===== config.mk =====
export PLATFORM = sky130hd
export DESIGN_NAME = hazard_stall_ctrl
export DESIGN_NICKNAME = d
export VERILOG_FILES = /design/src/rtl/hazard_stall_ctrl.sv
export SDC_FILE = /design/constraint.sdc
export NUM_CORES = 1
export LEC_CHECK = 0
export BUFFER_PORTS_ARGS = -buffer_cell sky130_fd_sc_hd__buf_2
export CORE_MARGIN = 2
export CORE_UTILIZATION = 35
export DETAILED_ROUTE_END_ITERATION = 8
export GPL_TIMING_DRIVEN = 0
export PLACE_DENSITY_LB_ADDON = 0.3
export SETUP_SLACK_MARGIN = 0.05
export SLEW_MARGIN = 25
export SYNTH_ARGS = -nofsm -noshare
export SYNTH_HDL_FRONTEND = slang
export SYNTH_SLANG_ARGS = --single-unit

===== constraint.sdc =====
create_clock -name clock -period 3.4 [get_ports clock]
set_clock_uncertainty 0.05 [all_clocks]
set_input_delay 1.02 -clock clock [delete_from_list [all_inputs] [get_ports clock]]
set_output_delay 1.02 -clock clock [all_outputs]
set_load 0.01 [all_outputs]

===== src/rtl/hazard_stall_ctrl.sv =====
// Hazard detection / stall controller for a 5-stage in-order pipeline.
// Optional build macro HAZARD_FORWARDING_EN: only load-use hazards stall.
module hazard_stall_ctrl #(
    parameter int                   OP_W       = 4,
    parameter int                   REG_W      = 4,
    parameter logic [2**OP_W-1:0]   READS_MASK = 16'h000F,
    parameter logic [OP_W-1:0]      LOAD_OP    = 4'b0100,
    parameter int                   IGNORE_R0  = 1,
    parameter int                   CNT_W      = 16
) (
    input  logic             clock,
    input  logic             reset,
    input  logic [OP_W-1:0]  IF_ID_opcode,
    input  logic [REG_W-1:0] IF_ID_op1,
    input  logic [REG_W-1:0] IF_ID_op2,
    input  logic [OP_W-1:0]  ID_EX_opcode,
    input  logic [REG_W-1:0] ID_EX_dest,
    input  logic             ID_EX_RegWrite,
    input  logic [REG_W-1:0] EX_MEM_dest,
    input  logic             EX_MEM_RegWrite,
    input  logic             branch_taken,
    output logic             pc_write,
    output logic             IF_ID_Hold,
    output logic             IF_ID_Flush,
    output logic             ID_EX_Bubble,
    output logic             hasHazard,
    output logic [CNT_W-1:0] stall_cycles
);

    typedef enum logic {IDLE, STALL} state_t;

    localparam logic [CNT_W-1:0] CNT_ONE = {{(CNT_W-1){1'b0}}, 1'b1};
    localparam logic [CNT_W-1:0] CNT_MAX = {CNT_W{1'b1}};

    state_t           r_state;
    logic [1:0]       r_rem;
    logic [CNT_W-1:0] r_cnt;

    logic       w_reads;
    logic       w_ex_hit;
    logic [1:0] w_need;
    logic       w_hz;
    logic       w_unused;

    assign w_reads  = READS_MASK[IF_ID_opcode];
    assign w_ex_hit = ID_EX_RegWrite && w_reads &&
                      (ID_EX_dest == IF_ID_op1 || ID_EX_dest == IF_ID_op2) &&
                      !(IGNORE_R0 != 0 && ID_EX_dest == '0);

`ifdef HAZARD_FORWARDING_EN
    assign w_need   = (w_ex_hit && ID_EX_opcode == LOAD_OP) ? 2'd1 : 2'd0;
    // MEM-stage inputs only matter without a forwarding path
    assign w_unused = ^{EX_MEM_dest, EX_MEM_RegWrite};
`else
    logic w_mem_hit;
    assign w_mem_hit = EX_MEM_RegWrite && w_reads &&
                       (EX_MEM_dest == IF_ID_op1 || EX_MEM_dest == IF_ID_op2) &&
                       !(IGNORE_R0 != 0 && EX_MEM_dest == '0);
    assign w_need    = w_ex_hit ? 2'd2 : (w_mem_hit ? 2'd1 : 2'd0);
    // producer opcode only matters when forwarding is present
    assign w_unused  = (ID_EX_opcode == LOAD_OP);
`endif

    // Outputs are combinational so a fresh hazard stalls with zero latency;
    // they are forced to the idle pattern while reset is held.
    always_comb begin
        pc_write     = 1'b1;
        IF_ID_Hold   = 1'b0;
        IF_ID_Flush  = 1'b0;
        ID_EX_Bubble = 1'b0;
        w_hz         = 1'b0;
        if (!reset) begin
            w_hz = 1'b0;
        end else if (branch_taken) begin
            IF_ID_Flush  = 1'b1;
            ID_EX_Bubble = 1'b1;
        end else if (r_state == STALL || w_need != 2'd0) begin
            w_hz         = 1'b1;
            pc_write     = 1'b0;
            IF_ID_Hold   = 1'b1;
            ID_EX_Bubble = 1'b1;
        end
    end

    assign hasHazard    = w_hz;
    assign stall_cycles = r_cnt;

    always_ff @(posedge clock or negedge reset) begin
        if (!reset) begin
            r_state <= IDLE;
            r_rem   <= 2'd0;
            r_cnt   <= '0;
        end else begin
            if (w_hz && r_cnt != CNT_MAX)
                r_cnt <= r_cnt + CNT_ONE;
            if (branch_taken) begin
                r_state <= IDLE;
                r_rem   <= 2'd0;
            end else begin
                case (r_state)
                    IDLE: begin
                        if (w_need == 2'd2) begin
                            r_state <= STALL;
                            r_rem   <= 2'd1;
                        end
                    end
                    STALL: begin
                        r_rem <= r_rem - 2'd1;
                        if (r_rem == 2'd1)
                            r_state <= IDLE;
                    end
                    default: begin
                        r_state <= IDLE;
                        r_rem   <= 2'd0;
                    end
                endcase
            end
        end
    end

endmodule


# ---- After elaboration in Yosys (flattened, before gate mapping)
# Memories as Yosys holds them, arrays and structs flattened.
# Cells that the tools add are included.
dict set report word_totals {
  regBits 19
  romBits 16
  in_bits 29
  output_inout_bits 21
  wordCells 51
  n_memories 1
}
# name words width rd rd_ports_with_merged_regs write_ports line
set mem_list {}
lappend mem_list {{(name not given)} 16 1 1 0 0 45} ;# assign w_reads = READS_MASK[IF_ID_opcode];
dict set report classes {
  n_addsub 2
  n_lt_le_gt_ge 1
  eq_ne 8
  mux 20
  bitwise_logic 1
  reduce_logical 15
}
# op n
set op_table {}
lappend op_table {{16-bit by 1-bit adder with 16-bit output (second input constant)} 1}
lappend op_table {{4-bit equality test} 4}
lappend op_table {{16-bit != test (second input constant)} 1}
lappend op_table {{1-bit two-way mux} 15}
lappend op_table {{4-bit logical NOT} 2}
lappend op_table {{1-bit logical AND} 7}
lappend op_table {{2-bit two-way mux} 3}
lappend op_table {{4-bit by 5-bit less-than comparator with 1-bit output (second input constant)} 1}
lappend op_table {{2-bit case mux with 2 select lines} 1}
lappend op_table {{1-bit logical OR} 3}
lappend op_table {{3-bit != test (second input constant)} 1}
lappend op_table {{2-bit by 1-bit equality test with 1-bit output (second input constant)} 1}
lappend op_table {{2-bit equality test (second input constant)} 1}
lappend op_table {{1-bit logical NOT} 2}
lappend op_table {{1-bit case mux with 2 select lines} 1}
lappend op_table {{2-bit nonzero test} 1}
lappend op_table {{2-bit by 1-bit subtractor with 2-bit output (second input constant)} 1}
lappend op_table {{1-bit NOT} 1}

# ---- Depth between registers and ports, before layout
dict set report depth {
  depth_word 13
  depth_mapped 8
  mapped_depth_nobuf 7
}

# ---- Worst setup path before layout
# Ideal clock, no wire load.
dict set report synth_path {
  path_type {input to output}
  start {in IF_ID_op1[3]}
  end {out hasHazard}
  arrival_time_ns 2.518
  required_time_ns 2.330
  path_slack_ns -0.188
  cell_stages 8
  n_path_buf 3
  cell_sequence {xor2_1 > nor4_1 > a41oi_1 > o311a_1 > buf_6 > buf_8 > nor2_1 > buf_4}
}
dict set report synth_via {
  elab_chain_cells 11
  elab_cells_between_ends 15
  cone_classes {eq/ne (2); mux (5); reduce/logical (8)}
}
# element line
set synth_rtl {}
lappend synth_rtl {{start: declaration} 14} ;# input logic [REG_W-1:0] IF_ID_op1,
lappend synth_rtl {{4-bit equality test} 57} ;# (EX_MEM_dest == IF_ID_op1 || EX_MEM_dest == IF_ID_op2) &&
lappend synth_rtl {{1-bit logical OR} 57}
lappend synth_rtl {{1-bit logical AND} 56} ;# assign w_mem_hit = EX_MEM_RegWrite && w_reads &&
lappend synth_rtl {{1-bit logical AND} 57}
lappend synth_rtl {{1-bit two-way mux} 59} ;# assign w_need = w_ex_hit ? 2'd2 : (w_mem_hit ? 2'd1 : 2'd0);
lappend synth_rtl {{2-bit two-way mux (*)} 59}
lappend synth_rtl {{2-bit nonzero test (*)} 77} ;# end else if (r_state == STALL || w_need != 2'd0) begin
lappend synth_rtl {{1-bit logical OR (*)} 77}
lappend synth_rtl {{1-bit two-way mux (*) (3 in series)} n/a}
lappend synth_rtl {{end: declaration} 26} ;# output logic hasHazard,
# Every way passes the cells marked *; elsewhere a longest branch is shown, timed or not.

# ---- Final worst setup path
dict set report layout_path {
  start {in ID_EX_dest[0]}
  end {out hasHazard}
}
dict set report layout_via {
  elab_chain_cells 10
  elab_cells_between_ends 13
  cone_classes {eq/ne (2); mux (4); reduce/logical (7)}
}
# element line
set layout_rtl {}
lappend layout_rtl {{start: declaration} 17} ;# input logic [REG_W-1:0] ID_EX_dest,
lappend layout_rtl {{4-bit equality test} 47} ;# (ID_EX_dest == IF_ID_op1 || ID_EX_dest == IF_ID_op2) &&
lappend layout_rtl {{1-bit logical OR} 47}
lappend layout_rtl {{1-bit logical AND} 46} ;# assign w_ex_hit = ID_EX_RegWrite && w_reads &&
lappend layout_rtl {{1-bit logical AND (*)} 47}
lappend layout_rtl {{2-bit two-way mux (*)} 59}
lappend layout_rtl {{2-bit nonzero test (*)} 77}
lappend layout_rtl {{1-bit logical OR (*)} 77}
lappend layout_rtl {{1-bit two-way mux (*)} 77}
lappend layout_rtl {{1-bit two-way mux (*)} 74} ;# end else if (branch_taken) begin
lappend layout_rtl {{1-bit two-way mux (*)} 72} ;# if (!reset) begin
# Marked as above.

==> run metrics <==
flops & latches, synth=19; Crit path max-delay family=simple AND/OR/NAND/NOR gates; reg2reg start=stall_cycles[0]$_DFFE_PN0P_; Sw Ratio=30.96%; Synth Area per Inst=10.35 um^2; type of the worst setup path=in -> out; I/O pin count=50; Total GRT Usage=15.57%; Synth cell types=33; area share of fa/ha/maj cells after synthesis=2.014%; fin cells=219; Synth Area in Compound Gates=4.935%; largest net degree at the start of global routing=23; initial DRC count=25; worst-skew pair later-pin latency=0.30 ns; share of cells above drive strength 1=44.51%; clk buf depth=2; relative slew slack=57.95%; cell count after synthesis=120; final instance area=1683 um^2; utilization after layout=50.04%; setup_tns=-0.1287 ns; Layout fillers=329; full die area=4042 um^2; critical path peak fanout=5; final wirelength=2890 um; status=complete, but fails checks; sequential cell area fraction in the yosys report=38.27%; Initial Util=36.94%; CTS tree=built; leakage dissipation=0.7929 nW; Final ANT Viol Nets=0; arrival time at the worst endpoint=2.40 ns; failing checks=setup timing; pwr/cell area=303.7 nW/um^2; clock-pin slew on the worst setup and hold paths=0.12 ns; final setup vio count=4; routed len/inst=13.20 um; worst-margin pin slew=0.6307 ns; NetSw=0.1582 mW; H-tree levels=1; largest stage delay on the critical path=0.53 ns; WHS Path Cells=1; Synthesis Warnings=0; final hold violations=0; MaxCap Viol Count=0; slowest CP cell=or4_4; Hold Path Sink=r_rem[0]$_DFFE_PN0P_; Logic pwr share=25.4%; core footprint=3363 um^2; hold_buf cts=0; Antenna diodes=0; cell breakdown of the critical path=buf_2 > or4_4 > o2111ai_2 > o311a_1 > buf_6 > nor2_4 > buf_6 > buf_6; critical path buffer and inverter count=4; CP dominant cell by count=buf_6; Tcrit/Tclk final=102.1%; antenna violations before repair=0; largest family of logic cells by synthesized area=simple AND/OR/NAND/NOR gates; XOR/XNOR share of the synthesized area=21.85%; Post-Synthesis Cell Area=1242 um^2; Inst Count DP=209; R2R cell count=7; area leader, netlist=dfrtp_1; Die Y=63.58 um; nets@finish=205; GRT overflow=0; Post-DP Area=1529 um^2; Vias/cell=4.918; most frequent cells in the layout=buf_2 (35), xor2_1 (25), dfrtp_1 (19), nand2_1 (12), buf_6 (8); first-pass GRT wire length=5085 um; final max-slew violation count=0; worst hold slack=0.4276 ns; hpwl dp=2175 um; Post-Syn Nets=151; fin crit period=3.470 ns; DRT Pass-1 Iters=4; Syn-to-layout area delta=35.45%; Reg2Reg Setup Slack=1.11 ns; FP Rows=21; Design Power=0.5111 mW; Residual DRC=0; Reg power frac=52.1%; vias in the first global route=1106; Max VDD drop=0.2195 mV; CTS Sinks=19; largest cells by area after synthesis=dfrtp_1 (38%), xor2_1 (18%), nor3_2 (4.0%), nand2_1 (3.6%), xnor2_1 (3.5%); placer congestion estimate=0.8394; Die Wd=63.58 um; hold_sp=r_state$_DFF_PN0_; Req. time, crit path=2.33 ns; Synth Area in Simple Gates=26.59%; Clock power frac=22.5%; worst hold path class=reg -> reg; commonest non-fill, non-tap cell in the layout=buf_2; setup ws final=-0.07043 ns; Num CTS Buffers=3; dpl ws=-0.3488 ns; CP Capture Type=output pin; fmax=288.1 MHz; internal power=0.3528 mW; PortBufs=43; RSZ-0062 raised after global routing=yes; crit path launch type=input pin; vias post-DR=1077; Yosys top cell area share=38.27%; post-synthesis mux area share=1.813%; endpoint of the worst-slack reg-to-reg timing path=stall_cycles[1]$_DFFE_PN0P_; root buffer cell=clkbuf_4
[state kept, by name, summed over array words and instances (netlist names)]
name          count
r_state           1
stall_cycles     16
r_rem             2
[synthesized netlist by cell type]
| cell | n |
|---|---|
| a31o_2 | 1 |
| nor4b_2 | 1 |
| mux2_2 | 2 |
| buf_4 | 1 |
| clkbuf_1 | 1 |
| buf_8 | 1 |
| buf_6 | 1 |
| a21boi_0 | 1 |
| o21ai_1 | 1 |
| dfrtp_1 | 19 |
| and2_1 | 2 |
| a41oi_1 | 1 |
| nand2_1 | 12 |
| a211oi_1 | 1 |
| nor4_2 | 3 |
| and4_1 | 2 |
| nor4_1 | 6 |
| nor3_2 | 5 |
| or4_1 | 1 |
| xor2_1 | 26 |
| ha_1 | 2 |
| nor4b_4 | 1 |
| a21oi_1 | 1 |
| nor2_1 | 7 |
| o311a_1 | 1 |
| nand4_1 | 2 |
| o2111ai_1 | 1 |
| nand3_1 | 3 |
| inv_1 | 5 |
| nor3_1 | 1 |
| or3_1 | 2 |
| xnor2_1 | 5 |
| nor3b_2 | 1 |
[final cells by class]
cell class	count	area [um^2]	share of cell area, %
Clock inverter	1	5.005	0.2974
Multi-Input combinational cell	92	752.0	44.68
Timing Repair Buffer	50	325.3	19.33
Tap cell	46	57.56	3.420
Sequential cell	19	475.5	28.25
Clock buffer	3	22.52	1.338
Buffer	3	26.28	1.561
Inverter	5	18.77	1.115
[worst max-delay path by stage]
stage                   startpoint        end  slack, ns  cells past startpoint
global route         ID_EX_dest[0]  hasHazard      -0.11                      8
global placement     ID_EX_dest[0]  hasHazard      -0.34                      9
finish               ID_EX_dest[0]  hasHazard      -0.07                      8
detailed placement   ID_EX_dest[0]  hasHazard      -0.35                      9
floorplan             IF_ID_op1[3]  hasHazard      -0.04                      8
CTS                 EX_MEM_dest[0]  hasHazard      -0.23                     10
[power groups by stage]
| stage | sequential (mW) | clock [mW] | combinational, mW |
|---|---|---|---|
| after detailed placement | 0.271 | 0 | 0.117 |
| after global routing | 0.272 | 0.130 | 0.143 |
| final | 0.266 | 0.115 | 0.130 |
| after global placement | 0.269 | 0 | 0.113 |
| after floorplan | 0.277 | 0 | 0.0533 |
| after CTS | 0.267 | 0.122 | 0.129 |
[cells by family after synthesis]
group	after synthesis
XOR/XNOR	31
AO/OA/AOI/OAI	8
adder cells (fa/ha/maj)	2
buffers and inverters	9
AND/OR/NAND/NOR	49
multiplexers	2
flip-flops	19
[metal layers]
metal  up-vias  part of all wire [%]  global-route usage, %
met4         0                  0.62                  3.533
li1        531                     -                      -
met2        21                    49                  26.58
met5         -                     0                      0
met3         2                   3.7                  4.107
met1       523                    47                  19.60
[what timing repair did]
action                                  4_1_cts  5_1_grt
endpoints found under the setup margin        4        4
gates resized for setup                      14        9
buffers inserted                              5        2
endpoints found under the hold margin         0        0
pin swaps                                     8        7
cloned                                        0        0
(Power assumes the default switching activity.)
